## config.mk

```make
export PLATFORM = sky130hd
export DESIGN_NAME = regfile_sb
export DESIGN_NICKNAME = d
export VERILOG_FILES = /design/src/rtl/regfile_pkg.sv /design/src/rtl/regfile_scoreboard.sv /design/src/rtl/regfile_sb.sv
export SDC_FILE = /design/constraint.sdc
export NUM_CORES = 1
export LEC_CHECK = 0
export ABC_AREA = 1
export BUFFER_PORTS_ARGS = -buffer_cell sky130_fd_sc_hd__buf_2
export CAP_MARGIN = 15
export CORE_MARGIN = 3
export CORE_UTILIZATION = 35
export CTS_BUF_LIST = sky130_fd_sc_hd__clkbuf_4
export DETAILED_ROUTE_END_ITERATION = 8
export PLACE_DENSITY = 0.52
export SLEW_MARGIN = 5
export SYNTH_ARGS = -nofsm -noshare
export SYNTH_HDL_FRONTEND = slang
export SYNTH_SLANG_ARGS = --single-unit
```

## constraint.sdc

```tcl
create_clock -name clk -period 1.74 [get_ports clk]
set_input_delay 0.174 -clock clk [delete_from_list [all_inputs] [get_ports clk]]
set_output_delay 0.174 -clock clk [all_outputs]
set_load 0.01 [all_outputs]
```

## src/rtl/regfile_pkg.sv

```systemverilog
// Shared sizing defaults, address-width helper and word/address types
// for the register file slice.
package regfile_pkg;

    localparam int XLEN_DEF  = 16;
    localparam int NREGS_DEF = 8;

    // Address width for a register count; never narrower than one bit.
    function automatic int addr_width(input int n);
        int w;
        w = 1;
        while ((1 << w) < n) begin
            w = w + 1;
        end
        return w;
    endfunction

    localparam int AW_DEF = addr_width(NREGS_DEF);

    typedef logic [AW_DEF-1:0]   reg_addr_t;
    typedef logic [XLEN_DEF-1:0] xword_t;

endpackage

```

## src/rtl/regfile_scoreboard.sv

```systemverilog
// Per-register pending-load scoreboard: busy set/clear, operand-ready
// flags per read port and registered protocol-violation pulse.
module regfile_scoreboard
    import regfile_pkg::*;
#(
    parameter int NREGS    = NREGS_DEF,
    parameter int NRPORTS  = 2,
    parameter int ZERO_REG = 1,
    parameter int BYPASS   = 1,
    parameter int AW       = addr_width(NREGS)
) (
    input  logic                        clk,
    input  logic                        rst,
    input  logic [NRPORTS-1:0][AW-1:0]  raddr,
    input  logic                        wen0,
    input  logic [AW-1:0]               waddr0,
    input  logic                        wen1,
    input  logic [AW-1:0]               waddr1,
    input  logic                        set_busy,
    input  logic [AW-1:0]               set_addr,
    output logic [NRPORTS-1:0]          rready,
    output logic [NREGS-1:0]            busy_vec,
    output logic                        any_busy,
    output logic                        proto_err
);

    logic [NREGS-1:0] busy_reg;
    logic [NREGS-1:0] busy_next;
    logic             proto_err_reg;
    logic             proto_err_next;
    logic             set_eff;
    logic             clr_eff;
    logic             wr0_eff;

    // With a hard-wired zero register, operations on r0 are no-ops and are
    // also exempt from protocol checking.
    assign set_eff = set_busy && !((ZERO_REG != 0) && (set_addr == '0));
    assign clr_eff = wen1     && !((ZERO_REG != 0) && (waddr1   == '0));
    assign wr0_eff = wen0     && !((ZERO_REG != 0) && (waddr0   == '0));

    always_comb begin
        busy_next = busy_reg;
        for (int r = 0; r < NREGS; r++) begin
            if (set_eff && (set_addr == AW'(r))) begin
                busy_next[r] = 1'b1;
            end else if (clr_eff && (waddr1 == AW'(r))) begin
                busy_next[r] = 1'b0;
            end
        end
    end

    always_comb begin
        proto_err_next = 1'b0;
        if (set_eff && busy_reg[set_addr] && !(clr_eff && (waddr1 == set_addr))) begin
            proto_err_next = 1'b1;
        end
        if (clr_eff && !busy_reg[waddr1]) begin
            proto_err_next = 1'b1;
        end
        if (wr0_eff && busy_reg[waddr0] && !(clr_eff && (waddr1 == waddr0))) begin
            proto_err_next = 1'b1;
        end
    end

    always_ff @(posedge clk) begin
        if (rst) begin
            busy_reg      <= '0;
            proto_err_reg <= 1'b0;
        end else begin
            busy_reg      <= busy_next;
            proto_err_reg <= proto_err_next;
        end
    end

    generate
        for (genvar gi = 0; gi < NRPORTS; gi++) begin : g_ready
            logic fwd_hit;
            assign fwd_hit    = (BYPASS != 0) && clr_eff && (waddr1 == raddr[gi]);
            assign rready[gi] = !busy_reg[raddr[gi]] || fwd_hit;
        end
    endgenerate

    assign busy_vec  = busy_reg;
    assign any_busy  = |busy_reg;
    assign proto_err = proto_err_reg;

endmodule

```

## src/rtl/regfile_sb.sv

```systemverilog
// Parametrised register file: NRPORTS combinational read ports with
// optional write-first forwarding, ALU and load write ports, scoreboard.
module regfile_sb
    import regfile_pkg::*;
#(
    parameter int XLEN     = XLEN_DEF,
    parameter int NREGS    = NREGS_DEF,
    parameter int NRPORTS  = 2,
    parameter int ZERO_REG = 1,
    parameter int BYPASS   = 1,
    localparam int AW      = addr_width(NREGS)
) (
    input  logic                         clk,
    input  logic                         rst,
    input  logic [NRPORTS-1:0][AW-1:0]   raddr,
    output logic [NRPORTS-1:0][XLEN-1:0] rdata,
    output logic [NRPORTS-1:0]           rready,
    input  logic                         wen0,
    input  logic [AW-1:0]                waddr0,
    input  logic [XLEN-1:0]              wdata0,
    input  logic                         wen1,
    input  logic [AW-1:0]                waddr1,
    input  logic [XLEN-1:0]              wdata1,
    input  logic                         set_busy,
    input  logic [AW-1:0]                set_addr,
    output logic [NREGS-1:0]             busy_vec,
    output logic                         any_busy,
    output logic                         proto_err
);

    logic [XLEN-1:0] regs_reg [NREGS];

    // Port 0 is the younger instruction, so its write lands last.
    always_ff @(posedge clk) begin
        if (rst) begin
            for (int i = 0; i < NREGS; i++) begin
                regs_reg[i] <= '0;
            end
        end else begin
            if (wen1 && !((ZERO_REG != 0) && (waddr1 == '0))) begin
                regs_reg[waddr1] <= wdata1;
            end
            if (wen0 && !((ZERO_REG != 0) && (waddr0 == '0))) begin
                regs_reg[waddr0] <= wdata0;
            end
        end
    end

    generate
        for (genvar gi = 0; gi < NRPORTS; gi++) begin : g_rd
            always_comb begin
                rdata[gi] = regs_reg[raddr[gi]];
                if (BYPASS != 0) begin
                    if (wen0 && (waddr0 == raddr[gi])) begin
                        rdata[gi] = wdata0;
                    end else if (wen1 && (waddr1 == raddr[gi])) begin
                        rdata[gi] = wdata1;
                    end
                end
                if ((ZERO_REG != 0) && (raddr[gi] == '0)) begin
                    rdata[gi] = '0;
                end
            end
        end
    endgenerate

    regfile_scoreboard #(
        .NREGS    (NREGS),
        .NRPORTS  (NRPORTS),
        .ZERO_REG (ZERO_REG),
        .BYPASS   (BYPASS),
        .AW       (AW)
    ) u_sb (
        .clk       (clk),
        .rst       (rst),
        .raddr     (raddr),
        .wen0      (wen0),
        .waddr0    (waddr0),
        .wen1      (wen1),
        .waddr1    (waddr1),
        .set_busy  (set_busy),
        .set_addr  (set_addr),
        .rready    (rready),
        .busy_vec  (busy_vec),
        .any_busy  (any_busy),
        .proto_err (proto_err)
    );

endmodule

```

==> results of run 1 <==
==> cells in the mapped netlist (10+ instances only) <==
cell and number:
buf_4 13, o21ai_0 148, nor2_1 220, buf_6 18, o21ai_2 38, nand2_1 187
a21oi_1 40, a21oi_2 10, o211ai_1 30, nand3_1 218, edfxtp_1 128, o21ai_1 59
nand4_1 16, buf_2 56, buf_1 10, clkbuf_1 27, inv_1 71, nand3_2 18
==> report_power, final <==
part / internal, uW / switching [uW] / total, uW
clock network: 877 / 1360 / 2240
registers: 3860 / 153 / 4010
logic: 883 / 1550 / 2430
==> final timing paths <==
kind / end / start / depth (start not counted)
hold / removal: regs_reg[1][3]$_DFFE_PP_ / wdata0[3] / 3
setup reg to reg: u_sb.proto_err$_SDFF_PP0_ / u_sb.busy_vec[4]$_SDFFE_PP0P_ / 13
setup / recovery: rdata[13] / regs_reg[2][13]$_DFFE_PP_ / 5
hold reg to reg: u_sb.busy_vec[0]$_SDFFE_PP0P_ / u_sb.busy_vec[0]$_SDFFE_PP0P_ / 2
==> metal layers <==
metal / up-vias / global-route usage (%) / wire, um
li1: 5016 / - / -
met1: 5084 / 39.3 / 19200
met2: 497 / 39.9 / 18400
met3: 59 / 4.86 / 3460
met4: 0 / 6.02 / 893
met5: - / 0 / 0
==> cells by family after synthesis <==
group           Yosys count  share of synthesized area [%]
simple gates            686                           30.5
compound gates          338                           19.5
buf+inv                 206                           10.2
flops                   137                           39.0
xor+xnor                  8                          0.752
other cells               1                         0.0363
==> worst reg2reg max path: cells and delay by family (launching register included) <==
kind | cells | cell delay [ps]
and+or+nand+nor | 9 | 620
buffers and inverters | 4 | 400
DFF | 1 | 380
==> what timing repair did <==
item | 4_1_cts | 5_1_grt
gates resized for setup | 106 | 46
hold buffers | 5 | 0
gates cloned | 0 | 0
hold endpoints to repair | 7 | 0
setup endpoints to repair | 35 | 35
pin swaps | 92 | 62
setup buffers | 9 | 6
==> final cells by class <==
| cell class | instances | area share [%] |
|---|---|---|
| Clock inverter | 14 | 1.18 |
| Tap cell | 384 | 3.76 |
| Clock buffer | 18 | 1.06 |
| Sequential cell | 137 | 31.7 |
| Timing Repair Buffer | 228 | 16.1 |
| Inverter | 81 | 2.54 |
| Multi-Input combinational cell | 1048 | 43.7 |
| Antenna cell | 1 | 0.0196 |
==> metrics by stage <==
step	hold WS [ps]	setup WS, ps	utilization, %	area (um2)
6_report	91.4	-321	44.3	12800
5_1_grt	59.9	-438	44.3	12800
4_1_cts	52.2	-294	43.5	12600
3_5_place_dp	502	-80.8	41.6	12000
3_3_place_gp	500	-53.2	41.6	12000
2_1_floorplan	338	18.3	-	10400
==> results.py, run 1 <==
metrics = {
    "yosys": {
        "synth_area_per_cell_um2": 7.50,
        "synth_edf_count": 128,
        "yosysUniqueCellTypes": 39,
        "ys_async_sr_fraction_pct": 0,
        "synth_seq_cells": 137,
        "synth_cells": 1376,
        "yosysTopAreaCell": "edfxtp_1",
        "syn_area_um2": 10300,
        "ys_warn_count": 0,
        "ys_dominant_reg_cell": "edfxtp_1",
        "synth_area_leaders": "edfxtp_1 (37%), nand3_1 (11%), nor2_1 (8.0%)",
        "yosysSeqAreaShare_pct": 39.0,
        "yosysTopAreaCellShare_pct": 37.2,
    },
    "clocking": {
        "cts_tree": "yes",
        "cts_root_buf": "clkbuf_4",
        "path_clk_slew_ps": 150,
        "cts_buffer_depth": 2,
        "clock_latency_ps": 550,
        "numCtsBuffers": 17,
        "h-tree-depth": 4,
        "clock_sinks": 137,
    },
    "layout": {
        "drive_gt1_share_pct": 28.5,
        "syn2layout_area_growth_pct": 23.8,
        "final_common_cell": "nor2_1",
        "seqCellArea_um2": 4050,
        "fill_cells": 2954,
        "instances_no_fill": 1911,
        "final_net_count": 1565,
        "multi_input_area_um2": 5580,
        "final_cell_mix": "nor2_1 (209), nand3_1 (199), nand2_1 (177), edfxtp_1 (128), o21ai_1 (119)",
        "largest_reg_flops": 128,
    },
    "route": {
        "drcViolationCount": 0,
        "wl_per_cell_um": 22.0,
        "drt_iter0_drc": 1362,
        "avgViaCountPerCell": 5.58,
        "vias": 10700,
        "finalWirelength_mm": 42.0,
        "ant_nets": 0,
        "drtPass1Iterations": 6,
    },
    "sta": {
        "relSlewSlack_pct": 65.0,
        "drv_slew": 0,
        "skew_ps": 11.6,
        "fin_crit_sh_pct": 118,
        "rsz0062_at_grt": "yes",
        "finalCriticalPeriod_ps": 2060,
        "hold_violations": 0,
        "tightest_slew_ps": 524,
        "setup_tns_ps": -6770,
        "setup_violations": 34,
        "fmax_mhz": 485,
        "finalWorstSetupSlack_ps": -321,
    },
    "worst_setup_path": {
        "critical_path_buf_inv_count": 1,
        "critPathKind": "reg2out",
        "critPathSlowestCell": "edfxtp_1",
        "cpPeakStageDelay_ps": 420,
        "crit_required_ps": 1570,
        "critical_path_arrival_ps": 1890,
        "path_delay_family": "compound AO/OA/AOI/OAI gates",
        "end_kind": "output pin",
        "r2r_slack_ps": 280,
        "worstPathMaxFanout": 2,
        "crit_path_cell_trace": "o21ai_1 -> o211ai_1 -> nand3_1 -> a21oi_2 -> buf_2",
        "start_kind": "register",
    },
    "power": {
        "leakage_uw": 0.00524,
        "p_total_uw": 8680,
        "powerDensity_nw_per_um2": 680,
        "peakVddDrop_mv": 0.407,
    },
    "floorplan": {
        "die_width_um": 178,
        "io_pins": 96,
        "coreArea_um2": 28900,
        "fp.dieH_um": 178,
        "start_util_pct": 35.8,
        "rows": 62,
        "die-area_um2": 31600,
    },
    "outcome": {
        "failed_checks": "negative setup slack",
        "status": "complete, but fails checks",
    },
    "placed_design": {
        "port_buffers": 95,
        "dp_hpwl_mm": 29.9,
        "placed_cells": 1858,
        "gp_congestion": 0.923,
    },
    "global_routing": {
        "grt_overflow": 0,
        "grt.total_usage_pct": 26.5,
        "grt_pass1_vias": 9686,
        "grt_pass1_wl_mm": 62.3,
        "antenna_found_initial": 1,
        "grt_max_degree": 47,
    },
    "hold_path": {
        "min_path_type": "in2reg",
    },
    "job": {
        "maxCapViolCount": 0,
    },
}
(Power assumes the default switching activity.)
==> run 2, diff against run 1 <==
--- a/config.mk
+++ b/config.mk
@@ -9,10 +9,10 @@
 export BUFFER_PORTS_ARGS = -buffer_cell sky130_fd_sc_hd__buf_2
 export CAP_MARGIN = 15
 export CORE_MARGIN = 3
-export CORE_UTILIZATION = 35
+export CORE_UTILIZATION = 40
 export CTS_BUF_LIST = sky130_fd_sc_hd__clkbuf_4
 export DETAILED_ROUTE_END_ITERATION = 8
-export PLACE_DENSITY = 0.52
+export PLACE_DENSITY = 0.58
 export SLEW_MARGIN = 5
 export SYNTH_ARGS = -nofsm -noshare
 export SYNTH_HDL_FRONTEND = slang
==> results.py, run 2 (synthesized netlist as in run 1, its figures left out) <==
metrics = {
    "outcome": {
        "status": "complete, but fails checks",
        "failed_checks": "negative setup slack",
    },
    "worst_setup_path": {
        "worstPathMaxFanout": 2,
        "cpPeakStageDelay_ps": 400,
        "path_delay_family": "compound AO/OA/AOI/OAI gates",
        "end_kind": "output pin",
        "crit_path_cell_trace": "nor2_1 -> o211ai_1 -> nand3_1 -> a21oi_2 -> buf_2",
        "crit_required_ps": 1570,
        "critical_path_buf_inv_count": 1,
        "critPathKind": "reg2out",
        "start_kind": "register",
        "critical_path_arrival_ps": 1930,
        "critPathSlowestCell": "o211ai_1",
    },
    "power": {
        "p_seq_share_pct": 45.6,
        "power.switching_uw": 3040,
        "p_total_uw": 8800,
        "powerDensity_nw_per_um2": 701,
        "leakage_uw": 0.00520,
        "peakVddDrop_mv": 0.431,
        "internal_power_uw": 5760,
        "clockPowerShare_pct": 28.1,
        "swShare_pct": 34.6,
        "combPwrFrac_pct": 26.4,
    },
    "floorplan": {
        "die_width_um": 167,
        "start_util_pct": 40.9,
        "die-area_um2": 27800,
        "io_pins": 96,
        "coreArea_um2": 25300,
        "rows": 58,
        "fp.dieH_um": 167,
    },
    "global_routing": {
        "antenna_found_initial": 1,
        "grt_pass1_vias": 9763,
        "grt_max_degree": 66,
        "grt_pass1_wl_mm": 58.0,
        "grt.total_usage_pct": 26.7,
        "grt_overflow": 0,
    },
    "sta": {
        "fmax_mhz": 476,
        "worst_hold_slack_ps": 49.4,
        "rsz0062_at_grt": "yes",
        "drv_slew": 0,
        "setup_violations": 33,
        "finalWorstSetupSlack_ps": -360,
        "fin_crit_sh_pct": 121,
        "skew_ps": 28.2,
        "hold_violations": 0,
        "setup_tns_ps": -7130,
        "finalCriticalPeriod_ps": 2100,
    },
    "route": {
        "finalWirelength_mm": 38.0,
        "vias": 10600,
        "wl_per_cell_um": 20.5,
        "ant_nets": 0,
        "drtPass1Iterations": 8,
        "drcViolationCount": 0,
        "avgViaCountPerCell": 5.73,
        "drt_iter0_drc": 1594,
    },
    "job": {
        "maxCapViolCount": 0,
    },
    "clocking": {
        "clock_sinks": 137,
        "cts_root_buf": "clkbuf_4",
        "cts_buffer_depth": 2,
        "numCtsBuffers": 17,
        "path_clk_slew_ps": 140,
        "h-tree-depth": 4,
        "clock_latency_ps": 570,
        "cts_tree": "yes",
    },
    "layout": {
        "fin_util_pct": 49.7,
        "multi_input_area_um2": 5540,
        "fill_cells": 2458,
        "seqCellArea_um2": 4040,
        "syn2layout_area_growth_pct": 21.6,
        "largest_reg_flops": 128,
        "final_common_cell": "nor2_1",
        "drive_gt1_share_pct": 27.7,
        "final_net_count": 1557,
        "final_cell_mix": "nor2_1 (209), nand3_1 (198), nand2_1 (184), edfxtp_1 (128), o21ai_1 (117)",
    },
    "placed_design": {
        "dp_hpwl_mm": 27.0,
        "port_buffers": 95,
        "gp_congestion": 0.945,
    },
    "hold_path": {
        "min_path_type": "in2reg",
    },
}
## run 2: cell type report
cell class / count / area share, %
timing repair buffer: 220 / 15.2
antenna: 1 / 0.0199
clock buffer: 18 / 1.08
tap: 330 / 3.29
inverter: 81 / 2.52
clock inverter: 14 / 1.49
multi-input combinational: 1048 / 44.2
sequential: 137 / 32.2
## run 2: metrics by stage
stage / cells / worst slack (ps) / cell area, um2
2_1_floorplan: 1391 / 18.3 / 10400
3_3_place_gp: 1801 / -92.7 / 11800
3_5_place_dp: 1801 / -77.7 / 11800
4_1_cts: 1844 / -340 / 12400
5_1_grt: 1849 / -497 / 12500
6_report: 1849 / -360 / 12500
## run 2: path summary, 6_finish.rpt
kind,end,depth (start not counted),start,slack [ps]
max,rdata[3],5,regs_reg[3][3]$_DFFE_PP_,-360
min,regs_reg[3][13]$_DFFE_PP_,3,wdata0[13],50
max reg2reg,u_sb.proto_err$_SDFF_PP0_,12,u_sb.busy_vec[3]$_SDFFE_PP0P_,390
min reg2reg,u_sb.busy_vec[0]$_SDFFE_PP0P_,2,u_sb.busy_vec[0]$_SDFFE_PP0P_,530
## run 2: worst register-to-register path: cells and delay by family (launching register included)
family	cells	cell delay [ps]
flip-flops	1	350
buffers and inverters	4	390
AND/OR/NAND/NOR	8	540
## run 2: timing repair
item	in CTS	in global routing
endpoints found under the setup margin	35	35
pin swaps	101	66
buffers inserted	9	4
hold endpoints to repair	7	0
hold buffers	5	0
gates resized for setup	107	32
## run 2: layer usage
metal	up-vias	GRT usage, %	part of all wire [%]
li1	5005	-	-
met1	4933	39.0	43
met2	576	40.9	44
met3	88	5.06	10
met4	0	6.78	2.5
met5	-	0	0
## run 2: power groups by stage
stage               clock [uW]  combinational, uW  sequential (uW)
global placement             0               2140             4070
CTS                       2490               2250             3990
finish                    2470               2320             4010
floorplan                    0               1260             4020
detailed placement           0               2150             4070
global route              2630               2500             4030
==> run 3, diff against run 2 <==
--- a/config.mk
+++ b/config.mk
@@ -10,10 +10,11 @@
 export CAP_MARGIN = 15
 export CORE_MARGIN = 3
 export CORE_UTILIZATION = 40
-export CTS_BUF_LIST = sky130_fd_sc_hd__clkbuf_4
+export CTS_BUF_LIST = sky130_fd_sc_hd__clkbuf_8
 export DETAILED_ROUTE_END_ITERATION = 8
 export PLACE_DENSITY = 0.58
 export SLEW_MARGIN = 5
 export SYNTH_ARGS = -nofsm -noshare
 export SYNTH_HDL_FRONTEND = slang
+export SYNTH_HIERARCHICAL = 1
 export SYNTH_SLANG_ARGS = --single-unit
==> results.py, run 3 <==
metrics = {
    "sta": {
        "rsz0062_at_grt": "yes",
        "worst_hold_slack_ps": 31.8,
        "finalWorstSetupSlack_ps": -22.5,
        "finalCriticalPeriod_ps": 1760,
        "fmax_mhz": 567,
        "fin_crit_sh_pct": 101,
        "setup_violations": 2,
        "drv_slew": 0,
        "hold_violations": 0,
        "setup_tns_ps": -32.8,
        "skew_ps": 4.01,
    },
    "route": {
        "finalWirelength_mm": 38.5,
        "ant_nets": 0,
        "drtPass1Iterations": 6,
        "wl_per_cell_um": 20.9,
        "drcViolationCount": 0,
        "avgViaCountPerCell": 5.81,
        "drt_iter0_drc": 1358,
        "vias": 10700,
    },
    "yosys": {
        "yosysUniqueCellTypes": 38,
        "synth_seq_cells": 137,
        "yosysTopAreaCellShare_pct": 39.8,
        "synth_area_per_cell_um2": 7.23,
        "synth.most_common_cell": "nand2_1",
        "netlist_top_cells_count": "nand2_1 (467), nand3_1 (264), edfxtp_1 (128), o22ai_1 (114), inv_1 (87)",
        "ys_dominant_reg_cell": "edfxtp_1",
        "synth_edf_count": 128,
        "ys_async_sr_fraction_pct": 0,
        "ys_warn_count": 6,
        "synth_area_leaders": "edfxtp_1 (40%), nand2_1 (18%), nand3_1 (14%)",
        "synth_cells": 1337,
        "yosysSeqAreaShare_pct": 41.6,
        "syn_area_um2": 9660,
        "yosysTopAreaCell": "edfxtp_1",
    },
    "power": {
        "peakVddDrop_mv": 0.400,
        "combPwrFrac_pct": 26.2,
        "leakage_uw": 0.00551,
        "power.switching_uw": 3240,
        "clockPowerShare_pct": 30.4,
        "swShare_pct": 35.3,
        "powerDensity_nw_per_um2": 746,
        "p_seq_share_pct": 43.4,
        "internal_power_uw": 5950,
    },
    "clocking": {
        "numCtsBuffers": 17,
        "clock_sinks": 137,
        "cts_root_buf": "clkbuf_8",
        "h-tree-depth": 4,
        "path_clk_slew_ps": 100,
        "cts_tree": "yes",
        "clock_latency_ps": 460,
        "cts_buffer_depth": 2,
    },
    "floorplan": {
        "start_util_pct": 40.9,
        "die-area_um2": 26100,
        "die_width_um": 161,
        "io_pins": 96,
        "rows": 56,
        "fp.dieH_um": 161,
        "coreArea_um2": 23600,
    },
    "placed_design": {
        "gp_congestion": 0.914,
        "dp_slack_ps": -130,
        "port_buffers": 95,
        "placed_cell_area_um2": 11300,
        "dp_hpwl_mm": 27.0,
    },
    "global_routing": {
        "grt_overflow": 0,
        "grt_max_degree": 43,
        "grt_pass1_wl_mm": 58.5,
        "grt_pass1_vias": 10200,
        "grt.total_usage_pct": 29.1,
        "antenna_found_initial": 0,
    },
    "layout": {
        "syn2layout_area_growth_pct": 27.5,
        "final_common_cell": "nand2_1",
        "drive_gt1_share_pct": 26.8,
        "diodes": 0,
        "final_cell_mix": "nand2_1 (444), nand3_1 (218), edfxtp_1 (128), o22ai_1 (114), buf_4 (93)",
        "final_net_count": 1557,
        "largest_reg_flops": 128,
        "stdcell_area_um2": 12300,
    },
    "worst_setup_path": {
        "critical_path_arrival_ps": 1590,
        "end_kind": "output pin",
        "critPathKind": "in2out",
        "crit_required_ps": 1570,
        "start_kind": "input pin",
        "worstPathMaxFanout": 16,
        "r2r_slack_ps": 500,
    },
    "job": {
        "maxCapViolCount": 0,
    },
    "outcome": {
        "failed_checks": "negative setup slack",
        "status": "complete, but fails checks",
    },
    "hold_path": {
        "min_path_type": "in2reg",
    },
}
==> run 3: metal layers <==
| layer | global-route usage (%) | wire length [um] |
|---|---|---|
| met1 | 37.9 | 15400 |
| met5 | 0 | 0 |
| met3 | 5.69 | 3530 |
| met4 | 12.2 | 1430 |
| met2 | 47.6 | 18100 |
==> run 3: final timing paths <==
kind | from | endpoint | cells after the start
setup / recovery | raddr[4] | rdata[30] | 8
hold reg to reg | u_sb/busy_vec[0]$_SDFFE_PP0P_ | u_sb/busy_vec[0]$_SDFFE_PP0P_ | 2
setup reg to reg | u_sb/busy_vec[7]$_SDFFE_PP0P_ | u_sb/proto_err$_SDFF_PP0_ | 9
hold / removal | set_addr[2] | u_sb/busy_vec[4]$_SDFFE_PP0P_ | 3
==> run 3: what timing repair did <==
action | 4_1_cts | 5_1_grt
pin swaps | 26 | 99
hold buffers | 2 | 0
resized for setup | 48 | 87
setup buffers | 0 | 7
hold endpoints to repair | 1 | 0
setup endpoints to repair | 24 | 34
==> run 3: worst max-delay path: stages <==
cell and delay [ps]:
buf_2 210, buf_4 320, buf_4 240, nand3_1 90, nand3_1 120, nand3_1 110, a21oi_2 160, buf_2 150
==> run 3: logic make-up (layout without fill, tap and decap cells) <==
kind of cell | Yosys count | in the layout | synth area share, %
compound gates | 189 | 189 | 11.7
simple gates | 797 | 797 | 35.9
xor+xnor | 12 | 12 | 1.09
other cells | 1 | 16 | 0.0388
flops | 137 | 137 | 41.6
buf+inv | 201 | 367 | 9.63
==> run 3: through the flow <==
step           std cells  utilization (%)  power (uW)
3_5_place_dp        1796             48.0        6230
6_report            1837             52.2        9190
2_1_floorplan       1352                -        5260
5_1_grt             1837             52.2        9570
3_3_place_gp        1796             48.0        6220
4_1_cts             1830             50.5        9040
==> run 3: power by group through the flow <==
stage / Sequential (uW) / Clock [uW] / Combinational [uW]
finish: 3990 / 2790 / 2410
global route: 4010 / 2960 / 2600
CTS: 3990 / 2810 / 2240
detailed placement: 4060 / 0 / 2170
global placement: 4060 / 0 / 2160
floorplan: 4010 / 0 / 1250
==> run 3: final cells by class <==
| cell class | count | area (um2) |
|---|---|---|
| Clock buffer | 17 | 234 |
| Clock inverter | 15 | 171 |
| Fill cell | 2360 | 11300 |
| Inverter | 113 | 427 |
| Multi-Input combinational cell | 1014 | 5220 |
| Sequential cell | 137 | 4050 |
| Tap cell | 319 | 399 |
| Timing Repair Buffer | 222 | 1810 |
